### src/rtl/adxl362_pkg.sv
// ============================================================================
// Module   : adxl362_pkg
// Purpose  : Shared constants, FSM state encoding and frame helper for the
//            ADXL362 SPI master.
// Revision : 1.0 - initial release
// ============================================================================
`default_nettype none

package adxl362_pkg;

    localparam logic [7:0] CMD_WRITE     = 8'h0A;
    localparam logic [7:0] CMD_READ      = 8'h0B;

    localparam logic [7:0] REG_DEVID_AD  = 8'h00;
    localparam logic [7:0] REG_XDATA     = 8'h08;
    localparam logic [7:0] REG_POWER_CTL = 8'h2D;

    typedef enum logic [2:0] {
        IDLE  = 3'd0,
        SETUP = 3'd1,
        SHIFT = 3'd2,
        HOLD  = 3'd3,
        GAP   = 3'd4
    } state_e;

    // Index of the final byte in a frame (0 = command, 1 = address).
    function automatic logic [4:0] frame_last_byte(input logic       is_read,
                                                   input logic [3:0] nbytes,
                                                   input logic [4:0] max_n);
        logic [4:0] n;
        n = {1'b0, nbytes};
        if (n == 5'd0) n = 5'd1;
        if (n > max_n) n = max_n;
        return is_read ? (n + 5'd1) : 5'd2;
    endfunction

endpackage

`default_nettype wire

### src/rtl/clk_edge_detect.sv
// ============================================================================
// Module   : clk_edge_detect
// Purpose  : One-cycle rise/fall strobes from a signal synchronous to in_clk.
// Revision : 1.0 - initial release
// ============================================================================
`default_nettype none

module clk_edge_detect (
    input  logic in_clk,
    input  logic reset,
    input  logic sig,
    output logic rise,
    output logic fall
);

    logic sig_q;
    logic sig_d;

    always_comb begin
        sig_d = sig;
    end

    always_ff @(posedge in_clk) begin
        if (reset) begin
            sig_q <= 1'b0;
        end else begin
            sig_q <= sig_d;
        end
    end

    assign rise = sig  & ~sig_q;
    assign fall = ~sig & sig_q;

endmodule

`default_nettype wire

### src/rtl/adxl362_spi_master.sv
// ============================================================================
// Module   : adxl362_spi_master
// Purpose  : Mode-0 SPI master for the ADXL362: single-byte writes and
//            1..15-byte burst reads, paced by strobes from div_clk.
// Revision : 1.0 - initial release
// ============================================================================
`default_nettype none

module adxl362_spi_master
    import adxl362_pkg::*;
#(
    parameter int MAX_BYTES = 15
) (
    input  logic       in_clk,
    input  logic       reset,
    input  logic       div_clk,
    input  logic       start,
    input  logic       rw,
    input  logic [7:0] addr,
    input  logic [7:0] wdata,
    input  logic [3:0] nbytes,
    output logic       busy,
    output logic       done,
    output logic [7:0] rdata,
    output logic       rdata_valid,
    output logic       sclk,
    output logic       mosi,
    input  logic       miso,
    output logic       cs_n
);

    localparam logic [4:0] MAX_N = 5'(MAX_BYTES);

    logic w_rise;
    logic w_fall;

    clk_edge_detect u_edge (
        .in_clk (in_clk),
        .reset  (reset),
        .sig    (div_clk),
        .rise   (w_rise),
        .fall   (w_fall)
    );

    state_e     state_q,       state_d;
    logic [6:0] tx_q,          tx_d;
    logic [6:0] rx_q,          rx_d;
    logic [2:0] bit_q,         bit_d;
    logic [4:0] byte_q,        byte_d;
    logic [4:0] last_q,        last_d;
    logic       rw_q,          rw_d;
    logic [7:0] addr_q,        addr_d;
    logic [7:0] wdata_q,       wdata_d;
    logic       sclk_q,        sclk_d;
    logic       cs_n_q,        cs_n_d;
    logic       mosi_q,        mosi_d;
    logic       busy_q,        busy_d;
    logic       done_q,        done_d;
    logic [7:0] rdata_q,       rdata_d;
    logic       rdata_valid_q, rdata_valid_d;

    logic [7:0] w_cmd;
    logic [7:0] w_next_byte;
    logic [7:0] w_rx_byte;

    assign w_cmd       = rw ? CMD_READ : CMD_WRITE;
    assign w_next_byte = (byte_q == 5'd0) ? addr_q : (rw_q ? 8'h00 : wdata_q);
    assign w_rx_byte   = {rx_q, miso};

    always_comb begin
        state_d       = state_q;
        tx_d          = tx_q;
        rx_d          = rx_q;
        bit_d         = bit_q;
        byte_d        = byte_q;
        last_d        = last_q;
        rw_d          = rw_q;
        addr_d        = addr_q;
        wdata_d       = wdata_q;
        sclk_d        = sclk_q;
        cs_n_d        = cs_n_q;
        mosi_d        = mosi_q;
        busy_d        = busy_q;
        done_d        = 1'b0;
        rdata_d       = rdata_q;
        rdata_valid_d = 1'b0;

        case (state_q)
            IDLE: begin
                cs_n_d = 1'b1;
                sclk_d = 1'b0;
                busy_d = 1'b0;
                if (start) begin
                    state_d = SETUP;
                    cs_n_d  = 1'b0;
                    busy_d  = 1'b1;
                    rw_d    = rw;
                    addr_d  = addr;
                    wdata_d = wdata;
                    last_d  = frame_last_byte(rw, nbytes, MAX_N);
                    mosi_d  = w_cmd[7];
                    tx_d    = w_cmd[6:0];
                    rx_d    = 7'd0;
                    bit_d   = 3'd0;
                    byte_d  = 5'd0;
                end
            end
            SETUP: begin
                if (w_fall) state_d = SHIFT;
            end
            SHIFT: begin
                if (w_rise) begin
                    sclk_d = 1'b1;
                    rx_d   = w_rx_byte[6:0];
                    // Only data bytes of a read produce received bytes.
                    if (bit_q == 3'd7 && rw_q && byte_q >= 5'd2) begin
                        rdata_d       = w_rx_byte;
                        rdata_valid_d = 1'b1;
                    end
                end else if (w_fall) begin
                    sclk_d = 1'b0;
                    bit_d  = bit_q + 3'd1;
                    if (bit_q == 3'd7) begin
                        if (byte_q == last_q) begin
                            state_d = HOLD;
                            mosi_d  = 1'b0;
                        end else begin
                            byte_d = byte_q + 5'd1;
                            mosi_d = w_next_byte[7];
                            tx_d   = w_next_byte[6:0];
                        end
                    end else begin
                        mosi_d = tx_q[6];
                        tx_d   = {tx_q[5:0], 1'b0};
                    end
                end
            end
            HOLD: begin
                sclk_d = 1'b0;
                if (w_rise) begin
                    cs_n_d  = 1'b1;
                    done_d  = 1'b1;
                    state_d = GAP;
                end
            end
            GAP: begin
                cs_n_d = 1'b1;
                if (w_fall) begin
                    state_d = IDLE;
                    busy_d  = 1'b0;
                end
            end
            default: begin
                state_d = IDLE;
            end
        endcase
    end

    always_ff @(posedge in_clk) begin
        if (reset) begin
            state_q       <= IDLE;
            tx_q          <= 7'd0;
            rx_q          <= 7'd0;
            bit_q         <= 3'd0;
            byte_q        <= 5'd0;
            last_q        <= 5'd0;
            rw_q          <= 1'b0;
            addr_q        <= 8'h00;
            wdata_q       <= 8'h00;
            sclk_q        <= 1'b0;
            cs_n_q        <= 1'b1;
            mosi_q        <= 1'b0;
            busy_q        <= 1'b0;
            done_q        <= 1'b0;
            rdata_q       <= 8'h00;
            rdata_valid_q <= 1'b0;
        end else begin
            state_q       <= state_d;
            tx_q          <= tx_d;
            rx_q          <= rx_d;
            bit_q         <= bit_d;
            byte_q        <= byte_d;
            last_q        <= last_d;
            rw_q          <= rw_d;
            addr_q        <= addr_d;
            wdata_q       <= wdata_d;
            sclk_q        <= sclk_d;
            cs_n_q        <= cs_n_d;
            mosi_q        <= mosi_d;
            busy_q        <= busy_d;
            done_q        <= done_d;
            rdata_q       <= rdata_d;
            rdata_valid_q <= rdata_valid_d;
        end
    end

    assign busy        = busy_q;
    assign done        = done_q;
    assign rdata       = rdata_q;
    assign rdata_valid = rdata_valid_q;
    assign sclk        = sclk_q;
    assign mosi        = mosi_q;
    assign cs_n        = cs_n_q;

endmodule

`default_nettype wire

### config.mk
export PLATFORM = sky130hd
export DESIGN_NAME = adxl362_spi_master
export DESIGN_NICKNAME = d
export VERILOG_FILES = /design/src/rtl/adxl362_pkg.sv /design/src/rtl/clk_edge_detect.sv /design/src/rtl/adxl362_spi_master.sv
export SDC_FILE = /design/constraint.sdc
export NUM_CORES = 1
export LEC_CHECK = 0
export BUFFER_PORTS_ARGS = -buffer_cell sky130_fd_sc_hd__clkbuf_2
export CAP_MARGIN = 25
export CORE_UTILIZATION = 57
export DETAILED_ROUTE_END_ITERATION = 10
export MAX_ROUTING_LAYER = met4
export PLACE_DENSITY = 0.77
export SLEW_MARGIN = 10
export SYNTH_ARGS = -nofsm -noshare
export SYNTH_HDL_FRONTEND = slang
export SYNTH_SLANG_ARGS = --single-unit
### constraint.sdc
create_clock -name in_clk -period 2.35 [get_ports in_clk]
set_input_delay 0.47 -clock in_clk [delete_from_list [all_inputs] [get_ports in_clk]]
set_output_delay 0.47 -clock in_clk [all_outputs]
set_load 0.01 [all_outputs]
==> impl_metrics.csv <==
group,metric,value,unit
sta,clock.fmax,488,MHz
routing,vias_per_cell,5.52,
critical_path,required,2.61,ns
cts,numCtsBuffers,9,
sta,fin_crit,2.05,ns
cells_and_area,utilization,0.689,
floorplanning,core_area,4790,sq um
power,power.static_leakage,1.35,nW
routing,wl_per_cell,13.1,um
run_status,status,"finished clean",
routing,routed_wl,6040,um
routing,drc,0,
run,cap_violations,0,
global_route,grt_pass1_vias,2323,
cells_and_area,syn_to_final_growth,14.7,%
sta,worstMarginPinSlew,0.769,ns
cts,clkSinkCount,62,
routing,drt_pass1_iterations,4,
critical_path,path_cells,"inv_1 -> ha_1 -> nor4b_4 -> a21oi_2 -> or4_1 -> a21oi_1",
cts,post_cts_resized,0,
sta,finClkSkew,0.00725,ns
logic_synthesis,synth-edff-count,0,
cts,holdBufCountCts,0,
power,power.density,721,nW/um^2
floorplanning,die_w,73.0,um
critical_path,critical_path.max_fanout,16,
routing,via_count,2537,
sta,hold_viol,0,
cells_and_area,diodes,0,
critical_path,worstSetupPathType,"reg -> reg",
placement,io_buffer_count,39,
cells_and_area,final_nets,419,
power,clkPwrFrac,0.425,
sta,tns,0,ns
cts,cts_root_buf,"clkbuf_8",
placement,routabilityCongestion,0.787,
logic_synthesis,avgSynthCellArea,8.15,sq um
logic_synthesis,seq_area_frac_synth,0.432,
cts,clock_latency,0.34,ns
power,p_comb_frac,0.099,
floorplanning,io_pins,40,
power,sw_frac_of_total,0.244,
logic_synthesis,ys_warn_count,0,
global_route,antenna_found_initial,0,
cts,cts-htree-levels,3,
min_path,hp-class,"in -> reg",
critical_path,start_kind,"register",
critical_path,worst_ep_arrival_time,2.31,ns
power,p_switching,0.000581,W
logic_synthesis,syn_inst,353,
floorplanning,die_area,5330,sq um
power,p_total,0.00238,W
floorplanning,die_h,73.0,um
critical_path,critPathMaxStageDelay,0.63,ns
cts,cts_buffer_depth,2,
cts,postCtsSetupBuffers,0,
logic_synthesis,synth.ff_latch_count,62,
sta,rsz0062_at_grt,"false",
placement,post-dp-hpwl,4070,um
global_route,grt_use_total,0.264,
cts,cts.clk_slew.worst_paths,0.07,ns
cts,cts_tree,"built",
critical_path,endpoint_kind,"register",
global_route,overflow,0,
logic_synthesis,ys.flop_type,"dfxtp_1",
global_route,grt_start_max_net_pins,30,
power,cell_internal_pwr,0.00180,W
global_route,grt_pass1_wl,10400,um
sta,setup_violations,0,
power,max-vdd-ir-drop,0.371,mV
sta,slew_viol_final,0,
logic_synthesis,syn_nets,384,
logic_synthesis,async_flop_share,0,
sta,max-slew-margin-rel,0.485,
critical_path,critical-path-slowest-cell,"nor4b_4",
sta,period_share,0.872,
floorplanning,initial_core_util,0.601,
logic_synthesis,synth_cell_types,45,
power,pwr-share-seq,0.476,
routing,drt_iter0_drc,238,
cells_and_area,drive_gt1_frac,0.186,
logic_synthesis,synth_area,2880,sq um
floorplanning,row_count,25,
routing,drtAntennaViolNets,0,
==> cell usage after synthesis, types with 2 or more instances <==
master	instances	area [sq um]
a211oi_1	7	52.6
a21o_1	2	15.0
a21oi_1	49	245
a22oi_1	2	15.0
a2bb2oi_1	2	17.5
a32oi_1	2	17.5
buf_2	8	40.0
buf_6	4	45.0
clkbuf_1	9	33.8
dfxtp_1	62	1240
ha_1	5	62.6
inv_1	5	18.8
mux2i_1	8	80.1
nand2_1	64	240
nand2b_1	6	37.5
nand3_1	17	85.1
nor2_1	29	109
nor2b_1	9	56.3
nor3_1	13	65.1
nor3b_1	3	22.5
o21a_1	2	15.0
o21ai_0	10	50.1
or3_1	2	12.5
or3b_2	5	43.8
or4_1	3	22.5
xnor2_1	5	43.8
xor2_1	2	17.5
==> kinds of logic after synthesis <==
kind of cell	share of synthesized area
adders and majority gates	0.0218
AOI/OAI and AO/OA	0.169
buffers and inverters	0.0557
muxes	0.0279
DFF	0.432
and+or+nand+nor	0.272
xor gates and xnor gates	0.0213
==> metal layers <==
metal  track usage  up-vias  part of all wire  wire length [um]
li1              -     1285                 -                 -
met1         0.327     1184              0.48              2910
met2         0.413       63              0.46              2790
met3        0.0787        5             0.047               284
met4        0.0850        0             0.010                62
met5             -        -                 0                 0
==> worst paths after layout <==
kind	from	end	slack (ns)	depth (start not counted)
max reg2reg	byte_q[0]	mosi	0.30	6
min reg2reg	addr_q[6]	addr_q[6]	0.46	2
max	byte_q[0]	mosi	0.30	6
min	wdata[5]	wdata_q[5]	0.35	3
==> sequential cells by signal, summed over array words and instances, names as in the netlist <==
| register | cells |
|---|---|
| addr_q | 8 |
| rdata | 8 |
| wdata_q | 8 |
| rx_q | 7 |
| tx_q | 7 |
| byte_q | 5 |
| last_q | 5 |
| bit_q | 3 |
| state_q | 3 |
| busy | 1 |
| cs_n | 1 |
| done | 1 |
| mosi | 1 |
| rdata_valid | 1 |
| rw_q | 1 |
| sclk | 1 |
| u_edge.sig_q | 1 |
==> critical path: cells and delay by family (launching register included) <==
| kind | cells | cell delay, ns |
|---|---|---|
| and+or+nand+nor | 2 | 1.08 |
| DFF | 1 | 0.35 |
| AOI/OAI and AO/OA | 2 | 0.28 |
| buffers and inverters | 1 | 0.11 |
| adders and majority gates | 1 | 0.15 |
==> area by class of cell <==
type / count / area [sq um]
multi-input combinational: 263 / 1480
timing repair buffer: 47 / 255
fill: 423 / 1490
sequential: 62 / 1240
inverter: 5 / 18.8
tap: 67 / 83.8
clock inverter: 2 / 37.5
clock buffer: 14 / 183
==> cells in the final DEF, fill, tap and decap left out, drive strengths merged, types with 3 or more instances in the layout <==
master	n
a211oi	7
a21oi	50
buf	8
clkbuf	53
dfxtp	62
ha	5
inv	5
mux2i	8
nand2	64
nand2b	6
nand3	18
nor2	29
nor2b	9
nor3	13
nor3b	3
o21ai	12
or3b	5
or4	3
xnor2	5
==> per-stage QoR <==
step	worst slack [ns]	hold slack (ns)	instance area (sq um)	std cells
after CTS	0.287	0.332	3300	460
after global routing	0.113	0.351	3300	460
after floorplan	0.577	0.431	2880	353
after global placement	0.337	0.441	3080	444
after detailed placement	0.304	0.449	3080	444
final	0.301	0.349	3300	460
==> power groups by stage <==
| stage | Sequential (W) | Combinational (W) | Clock (W) |
|---|---|---|---|
| finish | 0.00113 | 0.000236 | 0.00101 |
| global route | 0.00114 | 0.000269 | 0.00107 |
| CTS | 0.00113 | 0.000237 | 0.00103 |
| detailed placement | 0.00115 | 0.000234 | 0 |
| global placement | 0.00115 | 0.000231 | 0 |
| floorplan | 0.00114 | 0.000178 | 0 |
No activity file was read; power rests on OpenSTA's default activity.
